**config.mk**
```make
export PLATFORM = sky130hd
export DESIGN_NAME = micro_sequencer
export DESIGN_NICKNAME = d
export VERILOG_FILES = /design/src/rtl/micro_sequencer.sv
export SDC_FILE = /design/constraint.sdc
export NUM_CORES = 1
export LEC_CHECK = 0
export CAP_MARGIN = 20
export CORE_AREA = 4 4 79 81
export DETAILED_ROUTE_END_ITERATION = 16
export DIE_AREA = 0 0 83 85
export GPL_TIMING_DRIVEN = 1
export PLACE_DENSITY = 0.85
export RECOVER_POWER = 100
export SLEW_MARGIN = 20
export SYNTH_ARGS = -nofsm -noshare
export SYNTH_HDL_FRONTEND = slang
export SYNTH_SLANG_ARGS = --single-unit
export TNS_END_PERCENT = 1
```
**constraint.sdc**
```tcl
create_clock -name clk -period 5.3 [get_ports clk]
set_clock_uncertainty 0.2 [all_clocks]
set_input_delay 0.795 -clock clk [delete_from_list [all_inputs] [get_ports clk]]
set_output_delay 0.795 -clock clk [all_outputs]
set_load 0.01 [all_outputs]
```
**src/rtl/micro_sequencer.sv**
```systemverilog
// Microprogram sequencer for the MICRO-1 datapath: owns the micro-PC and a small return stack,
// and picks the next control-store address from the current microinstruction's sequencing fields.
module micro_sequencer #(
  parameter int UADDR_W       = 10,
  parameter int OPCODE_W      = 5,
  parameter int STACK_DEPTH   = 4,
  parameter int RESET_VECTOR  = 0,
  parameter int DISPATCH_BASE = 'h100
) (
  input  logic                               clk,
  input  logic                               reset,
  input  logic [2:0]                         seq_op,
  input  logic [2:0]                         seq_cond,
  input  logic [UADDR_W-1:0]                 seq_addr,
  input  logic [15:0]                        ir,
  input  logic                               alu_cout,
  input  logic                               shifter_cout,
  input  logic                               lbus_msb,
  input  logic                               rbus_msb,
  input  logic                               sbus_msb,
  input  logic [15:0]                        abus,
  input  logic                               inbus_valid,
  output logic [UADDR_W-1:0]                 upc,
  output logic                               stall,
  output logic                               fault,
  output logic [$clog2(STACK_DEPTH+1)-1:0]   sp
);

  localparam int SP_W  = $clog2(STACK_DEPTH + 1);
  localparam int IDX_W = (STACK_DEPTH > 1) ? $clog2(STACK_DEPTH) : 1;

  localparam logic [0:0] ST_RUN   = 1'b0;
  localparam logic [0:0] ST_FAULT = 1'b1;

  localparam logic [2:0] OP_NEXT     = 3'd0;
  localparam logic [2:0] OP_JUMP     = 3'd1;
  localparam logic [2:0] OP_BR_T     = 3'd2;
  localparam logic [2:0] OP_BR_F     = 3'd3;
  localparam logic [2:0] OP_CALL     = 3'd4;
  localparam logic [2:0] OP_RET      = 3'd5;
  localparam logic [2:0] OP_DISPATCH = 3'd6;
  localparam logic [2:0] OP_WAIT     = 3'd7;

  logic [0:0]          state, state_next;
  logic [UADDR_W-1:0]  upc_next, upc_inc, dispatch_target;
  logic [SP_W-1:0]     sp_next;
  logic                fault_next;
  logic                push_en;
  logic                cond;
  logic [IDX_W-1:0]    push_idx, pop_idx;
  logic [OPCODE_W-1:0] opcode;
  logic [UADDR_W-1:0]  stack_mem [STACK_DEPTH];

  assign opcode   = ir[15 -: OPCODE_W];
  assign upc_inc  = upc + UADDR_W'(1);
  assign push_idx = IDX_W'(sp);
  assign pop_idx  = IDX_W'(sp - SP_W'(1));

  // Dispatch entries are four words apart; the sum wraps into the micro-address space.
  assign dispatch_target = UADDR_W'(DISPATCH_BASE + 32'({opcode, 2'b00}));

  always_comb begin
    case (seq_cond)
      3'd0:    cond = 1'b1;
      3'd1:    cond = alu_cout;
      3'd2:    cond = shifter_cout;
      3'd3:    cond = lbus_msb;
      3'd4:    cond = rbus_msb;
      3'd5:    cond = sbus_msb;
      3'd6:    cond = (abus == '0);
      default: cond = inbus_valid;
    endcase
  end

  assign stall = ((state == ST_RUN) && (seq_op == OP_WAIT) && !inbus_valid) ||
                 (state == ST_FAULT);

  always_comb begin
    // NOTE: every output of this block gets a hold value first so no path infers a latch.
    upc_next   = upc;
    sp_next    = sp;
    state_next = state;
    fault_next = fault;
    push_en    = 1'b0;
    if (state == ST_RUN) begin
      case (seq_op)
        OP_NEXT:     upc_next = upc_inc;
        OP_JUMP:     upc_next = seq_addr;
        OP_BR_T:     upc_next = cond ? seq_addr : upc_inc;
        OP_BR_F:     upc_next = cond ? upc_inc : seq_addr;
        OP_CALL: begin
          if (sp < SP_W'(STACK_DEPTH)) begin
            push_en  = 1'b1;
            sp_next  = sp + SP_W'(1);
            upc_next = seq_addr;
          end else begin
            fault_next = 1'b1;
            state_next = ST_FAULT;
          end
        end
        OP_RET: begin
          if (sp != '0) begin
            sp_next  = sp - SP_W'(1);
            upc_next = stack_mem[pop_idx];
          end else begin
            fault_next = 1'b1;
            state_next = ST_FAULT;
          end
        end
        OP_DISPATCH: upc_next = dispatch_target;
        OP_WAIT:     if (inbus_valid) upc_next = upc_inc;
        default:     upc_next = upc;
      endcase
    end
  end

  always_ff @(posedge clk) begin
    // NOTE: registers use non-blocking assignments so every flop samples pre-edge values.
    if (reset) begin
      upc   <= UADDR_W'(RESET_VECTOR);
      sp    <= '0;
      state <= ST_RUN;
      fault <= 1'b0;
    end else begin
      upc   <= upc_next;
      sp    <= sp_next;
      state <= state_next;
      fault <= fault_next;
    end
  end

  // NOTE: stack storage is deliberately not reset; sp alone defines which entries are live.
  always_ff @(posedge clk) begin
    if (push_en && !reset) stack_mem[push_idx] <= upc_inc;
  end

endmodule

```
==> results.txt <==
slowest cell delay on critical path - 0.90 ns
initial antenna violation count - 0
final hold vios - 0
most frequent cells in the layout - clkdlybuf4s50_1 (43), edfxtp_1 (40), nand2_1 (26)
Avg Cell Area, Syn - 11.8 sq um
commonest non-fill, non-tap cell in the layout - clkdlybuf4s50_1
VDD IR max - 0.000204 V
CP max FO - 21
Final GP Congestion - 0.825
nets - 362
post-route minimum period - 3.77 ns
io pins - 71
PD cells - 268 nW/um^2
initial drt markers - 167
FF-to-FF End - upc[8]
cts hold-fix bufs - 0
post-synth top area share - 42.1%
setup_tns - 0 ns
max_cap viols - 0
Main synth FF type - edfxtp_1
RSZ-0062 raised after global routing - false
GRT Residual Overflow - 0
post-synth top area cell - edfxtp_1
Vias per Instance - 5.95
most used cell, CP - ha_1
setup bufs post-CTS - 0
Post-synth EDFFs - 40
Critical Path Start Type - flop
Final Non-Filler Cells - 373
cts bufs inserted - 5
delay-heaviest family, CP - flip-flops
Async SR Flop Fraction - 0%
R2R depth - 9
Gates resized, CTS repair - 0
Synth Net Count - 304
die height - 85 microns
Synth warnings - 0
Worst R2R Setup Slack - 1.53 ns
actual slew at the worst max-slew pin - 0.938 ns
crit-path cells - inv_1 > ha_1 > ha_1 > mux2_1 > a211oi_1 > clkbuf_1 > nor2_1 > a311o_1 > o22ai_1
All-Layer GR Usage - 20.2%
Routed WL - 6.97 mm
via count - 2,221
Worst Hold End - fault
fmax - 265 MHz
status - completed
CP Data Required Time - 5.35 ns
CP arrival - 3.82 ns
critical path class - flop to flop
area growth from synthesis to layout - 25.5%
Worst setup EP type - flop
post-layout util - 65.5%
post-synth cell types - 51
Seq/Total Area, Yosys - 52.6%
share of cells above drive strength 1 - 8.31%
Clk pin slew, worst setup/hold paths - 0.10 ns
cell count after placement - 365
largest net degree at the start of global routing - 22
main area contributors after synthesis - edfxtp_1 (42%), dfxtp_1 (11%), mux4_2 (7.9%)
clk buf depth - 2
clk_lat worst skew - 0.32 ns
final slew viol count - 0
DRC Markers - 0
Slowest cell on crit path - dfxtp_1
Static Leakage - 1.26 nW
CTS tree - built
Final period util - 71.2%
Hold Path Class - flop to flop
relative slew slack - 37.5%
antenna viol nets, final - 0
Die Width - 83 microns
core area - 5470 sq um
Mapped Area - 2860 sq um
Setup violations, final - 0
num rows - 27
drt first pass iters - 5
Detailed Place HPWL - 5.00 mm
IO Port Bufs - 59
Critical R2R Launch - sp[0]
area of the die - 7060 sq um
routed length per instance - 18.7 microns
Seq cells post-synth - 55
vias in the first global route - 2,114
CTS H-Tree Depth - 2
Root Buffer - clkbuf_8
ANT cells - 0
initial core utilization - 52.2%
first-pass GRT wire length - 11.1 mm
Syn Inst Count - 242
Hold Path Depth - 2
Clock Sinks - 55
Hold Path Origin - fault
Worst Path Buf+Inv - 2
[final cells by class]
cell class | instances | area, sq um
Tap cell | 72 | 90.1
Clock inverter | 2 | 12.5
Multi-Input combinational cell | 172 | 1290
Inverter | 6 | 22.5
Sequential cell | 55 | 1500
Clock buffer | 6 | 72.6
Fill cell | 421 | 1890
Timing Repair Buffer | 60 | 594
[registers in the layout (all words and copies together) (netlist names)]
register and count:
upc 10, fault 1, sp 3, state 1, stack_mem 40
[tightest hold or removal path: stages, from the launching register on]
cell	delay [ns]
dfxtp_1	0.34
a31oi_1	0.04
nor2_1	0.07
[stage by stage]
stage	worst slack, ns	hold WS [ns]	instance area (sq um)	total power, mW
finish	1.53	0.281	3580	0.958
global route	1.21	0.316	3580	1.00
CTS	1.83	0.286	3600	0.968
detailed placement	1.68	0.263	3510	0.743
global placement	1.68	0.252	3510	0.737
floorplan	2.36	0.283	2860	0.643
[layer usage]
metal  up-vias  GRT usage [%]  share of wire (%)
met2        76           33.8                 51
met5         -              0                  0
met1      1084           26.5                 41
met3         6           5.24                6.9
li1       1055              -                  -
met4         0           4.46               0.82
[power by group]
group	total, mW	switching (mW)	leakage (nW)	internal [mW]
Sequential	0.515	0.0260	0.488	0.489
Combinational	0.211	0.105	0.727	0.107
Clock	0.232	0.139	0.0412	0.0927
[synth_stat cells (all sizes together) (2+ instances only)]
master / number
o22ai: 2
or4: 2
a211oi: 6
nor3: 2
a21oi: 10
xnor2: 9
buf: 2
ha: 6
nand2b: 2
nand2: 26
nand3: 6
nor4: 2
o21ai: 8
inv: 6
nand4: 8
a21o: 2
a31oi: 5
and3b: 2
or3: 2
and2: 8
mux4: 10
nor2b: 2
and3: 3
clkbuf: 7
edfxtp: 40
a311oi: 5
nor2: 20
dfxtp: 15
o31ai: 8
[worst max path at each step]
stage / depth (start not counted) / to / from
floorplan: 10 / upc[8] / sp[0]
global placement: 7 / upc[0] / seq_cond[0]
detailed placement: 5 / stack_mem[1][6] / seq_op[2]
CTS: 4 / stall / seq_op[0]
global route: 9 / upc[8] / sp[0]
finish: 9 / upc[8] / sp[0]
[cells by family (layout without fill, tap and decap cells)]
family | count (synthesis) | after routing | share of synthesized area, %
AOI/OAI and AO/OA | 53 | 53 | 13.5
xor gates and xnor gates | 10 | 10 | 3.07
adders and majority gates | 6 | 6 | 2.63
buffers and inverters | 15 | 74 | 2.06
DFF | 55 | 55 | 52.6
muxes | 12 | 12 | 8.63
and+or+nand+nor | 91 | 91 | 17.6
No activity file was read; power rests on OpenSTA's default activity.
==> variant 1: new RTL, config.mk and constraints unchanged <==
Register the output `fault` once more, with the module's reset; this adds one clock of latency there. The other outputs are not delayed to match.
--- a/src/rtl/micro_sequencer.sv
+++ b/src/rtl/micro_sequencer.sv
@@ -41,6 +41,8 @@
   localparam logic [2:0] OP_DISPATCH = 3'd6;
   localparam logic [2:0] OP_WAIT     = 3'd7;
 
+  logic fault_s0;
+
   logic [0:0]          state, state_next;
   logic [UADDR_W-1:0]  upc_next, upc_inc, dispatch_target;
   logic [SP_W-1:0]     sp_next;
@@ -80,7 +82,7 @@
     upc_next   = upc;
     sp_next    = sp;
     state_next = state;
-    fault_next = fault;
+    fault_next = fault_s0;
     push_en    = 1'b0;
     if (state == ST_RUN) begin
       case (seq_op)
@@ -120,12 +122,12 @@
       upc   <= UADDR_W'(RESET_VECTOR);
       sp    <= '0;
       state <= ST_RUN;
-      fault <= 1'b0;
+      fault_s0 <= 1'b0;
     end else begin
       upc   <= upc_next;
       sp    <= sp_next;
       state <= state_next;
-      fault <= fault_next;
+      fault_s0 <= fault_next;
     end
   end
 
@@ -134,5 +136,13 @@
     if (push_en && !reset) stack_mem[push_idx] <= upc_inc;
   end
 
+  always_ff @(posedge clk) begin
+    if (reset) begin
+      fault <= '0;
+    end else begin
+      fault <= fault_s0;
+    end
+  end
+
 endmodule
 
Formal check against the unedited RTL: not equivalent (a bounded check fails within 4 cycles, from zero or initial values and one cycle with reset high).
==> variant 1 against the original RTL <==
- sequential share of layout area hardly changed
- count of clock-buffer cells in the layout is 1 lower
- clock power is 4% lower
- cell area is 1.4% higher
- setup slack worse by 0.077 ns
- area after synthesis is 1.7% higher
- non-clock buffer count stayed put
- power is 0.77% lower
- sequential cell count is 1 higher
- routed wire length is 4.4% higher
- register-to-register slack better by 0.05 ns
==> variant 1: results (changes against the original RTL) <==
[status]
outcome=finished clean

[logic_synthesis]
synthesis.nets=301  ; -0.99%
syn_inst=239  ; -1.2%
postSynth.asyncResetShare_pct=0  ; unchanged
synth-edff-count=40  ; unchanged
synth.cells.most_frequent=40 x edfxtp_1, 22 x nor2_1, 16 x dfxtp_1, 11 x a21oi_1, 11 x a31oi_1
netlist_top_cells_area=edfxtp_1 41%, dfxtp_1 11%, mux4_2 7.8%, nor2_1 2.8%, ha_1 2.6%
synth-seq-area-share_pct=52.4  ; -0.19 points
post_synth_num_cell_types=48  ; -5.9%

[critical_path]
crit_path_max_fanout=21  ; unchanged
worst_path_dominant_cell_family=buffers and inverters
critPathSlowestCell=dlygate4sd3_1
cpPeakStageDelay_ns=1.15  ; +0.25 ns
crit_arrival_ns=2.85  ; -0.97 ns

[final_layout]
nNetsFinal=358  ; -1.1%
fillerInstances=437  ; +3.8%
final_layout_size_suffix_gt1_share_pct=9.43  ; +1.1 points
top_regs=stack_mem x40, upc x10, sp x3
fin_cells=369  ; -1.1%

[clocking]
clkLatencyLatePin_ns=0.30  ; -0.02 ns
cts_root_buf=clkbuf_8
cts_setup_buffers=0  ; unchanged
cts.reportedPaths.clkPinSlew_ns=0.09

[power_and_ir_drop]
p_int_mw=0.690  ; +0.21%
power.leakage_nw=1.31  ; +4.7%
vdd_drop_max_mv=0.146  ; -28%

[placed_design]
dpl_worst_slack_ns=1.65  ; -0.0281 ns
gp_congestion=0.792  ; -4.0%
dpl.hpwl_microns=5140  ; +2.9%

[route]
route.detailed.wl_per_inst_microns=19.7  ; +5.5%
vias_per_cell=6.10  ; +2.4%
initialDrtViolationCount=230  ; +38%
firstDrtPassIters=5  ; unchanged

[sta]
slew_headroom_pct=30.5  ; -7.0 points

[grt]
grt_pass1_vias=2224  ; +5.2%
track_usage_pct=20.9  ; +0.69 points
grt_first_pass_wirelength_microns=11400  ; +2.4%

-- variant 1: cell types whose count changed in the layout (fill, tap and decap cells not counted), sizes merged, moves of 4 or more --
cell,change
a211oi,-4
and2,-4
nand4,-7
a22o,+6
a31oi,+6
nand2,-18
o21bai,+9
xor2,+4
-- variant 1: kinds of logic after synthesis --
kind of cell | share of synthesized area, %
muxes | 8.96
buffers and inverters | 2.15
DFF | 52.4
xor gates and xnor gates | 3.32
and+or+nand+nor | 11.8
adders and majority gates | 2.59
AOI/OAI and AO/OA | 18.8
-- variant 1: power groups by stage --
stage               logic, mW  registers [mW]  clock network, mW
CTS                     0.219           0.515              0.229
detailed placement      0.217           0.525                  0
global route            0.230           0.517              0.252
floorplan               0.118           0.526                  0
global placement        0.209           0.524                  0
finish                  0.214           0.515              0.222
-- variant 1: per-stage QoR --
step / power [mW] / cell area (sq um) / hold WS [ns] / util (%)
after global placement: 0.733 / 3550 / 0.247 / 64.9
after detailed placement: 0.741 / 3550 / 0.256 / 64.9
after CTS: 0.962 / 3630 / 0.271 / 66.4
after global routing: 0.999 / 3630 / 0.295 / 66.3
final: 0.951 / 3630 / 0.271 / 66.3
after floorplan: 0.644 / 2900 / 0.232 / -
-- variant 1: metal layers --
layer | part of all wire, % | GRT usage (%) | routed length, microns | vias up
li1 | - | - | - | 1057
met1 | 39 | 25.1 | 2810 | 1093
met2 | 53 | 35.9 | 3880 | 90
met3 | 6.4 | 5.24 | 465 | 10
met4 | 1.7 | 8.62 | 127 | 0
met5 | 0 | 0 | 0 | -
-- variant 1: layout make-up --
class | count | share of cell area [%]
sequential | 56 | 41.9
multi-input combinational | 167 | 36.4
timing repair buffer | 60 | 16.4
tap | 72 | 2.48
clock buffer | 5 | 1.90
inverter | 6 | 0.620
clock inverter | 3 | 0.379
-- variant 1: worst reg2reg max path, cell delays in order, from the launching register on --
cell and delay (ns):
dfxtp_1 0.33, clkbuf_1 0.77, inv_1 0.22, ha_1 0.30
ha_1 0.23, mux2i_1 0.25, nor2_1 0.11, nor2_1 0.71
o2111ai_1 0.23, o21ai_0 0.15, a311oi_2 0.07
-- variant 1: worst paths after layout --
check | to | cells after the start | start | slack [ns]
worst min-delay path | fault | 1 | fault_s0 | 0.27
worst max-delay path | stall | 3 | seq_op[2] | 1.45
worst min register to register | fault | 1 | fault_s0 | 0.27
worst max register to register | upc[0] | 10 | sp[0] | 1.58
==> variant 2: new RTL, same settings <==
Without the edit above. The parameter `UADDR_W` goes from 10 to 11.
--- a/src/rtl/micro_sequencer.sv
+++ b/src/rtl/micro_sequencer.sv
@@ -1,7 +1,7 @@
 // Microprogram sequencer for the MICRO-1 datapath: owns the micro-PC and a small return stack,
 // and picks the next control-store address from the current microinstruction's sequencing fields.
 module micro_sequencer #(
-  parameter int UADDR_W       = 10,
+  parameter int UADDR_W       = 11,
   parameter int OPCODE_W      = 5,
   parameter int STACK_DEPTH   = 4,
   parameter int RESET_VECTOR  = 0,
Interface: changed (resized seq_addr and upc); port bits go from 71 to 73. No check against the original RTL was run, so the function may have changed too.
==> variant 2 against the original RTL <==
- combinational power up 4%
- first-iteration DRC count up 100%
- sequential cell count up 5
- area after synthesis up 7.5%
- fmax down 2.9%
- cell area up 11%
- sequential power up 7.4%
- routed wire length up 12%
- setup slack worse by 0.11 ns
- synthesized cell count up 5.4%
- power up 34%
==> variant 2: results (changes against the original RTL) <==
[status]
outcome=finished clean

[clocking]
cts_buffer_depth=2  ; unchanged
cts_buffers=9  ; +4
cts.reportedPaths.clkPinSlew_ns=0.07  ; -0.03 ns
cts-htree-levels=3  ; +1
cts_hold_buf=0  ; unchanged
clkLatencyLatePin_ns=0.35  ; +0.03 ns

[logic_synthesis]
synth-seq-area-share_pct=53.5  ; +0.88 points
post_synth_num_cell_types=48  ; -5.9%
syn_area_per_cell_sq_um=12.0  ; +2.1%
synthesis.nets=318  ; +4.6%
synth.cells.most_frequent=44 x edfxtp_1, 27 x nor2_1, 18 x nand3_1, 16 x dfxtp_1
netlist_top_cells_area=edfxtp_1 43%, dfxtp_1 10%, mux4_2 8.1%, nor2_1 3.3%, nand3_1 2.9%
synth-edff-count=44  ; +10%

[final_layout]
top_regs=stack_mem x44, upc x11, sp x3
final_layout_size_suffix_gt1_share_pct=11.0  ; +2.7 points
fin_cells=391  ; +4.8%

[route]
met1_length_microns=2970  ; +3.3%
initialDrtViolationCount=339  ; +100%
wl_met2_microns=4030  ; +13%
met3WireLength_microns=668  ; +40%
dr_total_vias=2455  ; +11%
route.detailed.wl_per_inst_microns=20.0  ; +7.2%

[placed_design]
place_area_sq_um=3720  ; +5.8%
gp_congestion=0.888  ; +7.6%
numPortBuffers=61  ; +3.4%
dp.cells=375  ; +2.7%
dpl_worst_slack_ns=1.60  ; -0.0810 ns
dpl.hpwl_microns=5240  ; +4.8%

[grt]
grt_first_pass_wirelength_microns=12200  ; +10%
grt_pass1_vias=2492  ; +18%
track_usage_pct=22.5  ; +2.3 points
grt_max_degree=32  ; +45%

[power_and_ir_drop]
power.leakage_nw=1.37  ; +9.2%
vdd_drop_max_mv=0.250  ; +23%

[sta]
worst_pin_slew_ns=1.20  ; +0.257 ns
whs_ns=0.296  ; +0.0150 ns

[critical_path]
crit_arrival_ns=3.98  ; +0.16 ns
r2r_start=sp[0]
r2r_setup_slack_ns=1.41  ; -0.11 ns
crit_path_max_fanout=16  ; -24%
worst-r2r-cell-count=10  ; +1

-- variant 2: routing by layer --
metal / GRT usage [%] / up-vias
li1: - / 1126
met1: 26.8 / 1166
met2: 38.3 / 136
met3: 6.31 / 27
met4: 9.51 / 0
met5: 0 / -
-- variant 2: kinds of logic (layout without fill, tap and decap cells) --
group	Yosys count	in the layout	share of synthesized area (%)
flip-flops	60	60	53.5
buffers and inverters	23	87	3.22
adder cells (fa/ha/maj)	6	6	2.44
AO/OA/AOI/OAI	60	60	15.4
multiplexers	14	14	9.13
XOR/XNOR	11	11	3.14
AND/OR/NAND/NOR	81	81	13.2
-- variant 2: power breakdown --
group | switching, mW | internal [mW]
Sequential | 0.0212 | 0.532
Combinational | 0.114 | 0.106
Clock | 0.191 | 0.315
-- variant 2: layout make-up --
class                   instances  area [sq um]
clock buffers                   9           124
fillers                       374          1510
multi-input cells             172          1330
repair buffers                 63           622
clock inverters                 7           124
inverters                       8          30.0
flip-flops and latches         60          1640
well taps                      72          90.1
-- variant 2: how the worst max path moves through the flow --
stage | startpoint | to | slack [ns] | cells after the start
after floorplan | abus[0] | upc[0] | 2.37 | 7
after global placement | abus[0] | upc[8] | 1.63 | 7
after detailed placement | abus[0] | upc[0] | 1.60 | 7
after CTS | seq_op[0] | stall | 1.90 | 4
after global routing | sp[0] | upc[8] | 1.06 | 10
final | sp[0] | upc[8] | 1.41 | 10
-- variant 2: worst max-delay path, stage by stage, from the launching register on --
cell,delay (ns)
dfxtp_1,0.30
clkbuf_1,0.87
inv_1,0.21
ha_1,0.31
ha_1,0.18
mux2_1,0.33
a21oi_1,0.28
and2_0,0.59
nor2_1,0.12
a311oi_1,0.27
a32o_1,0.16
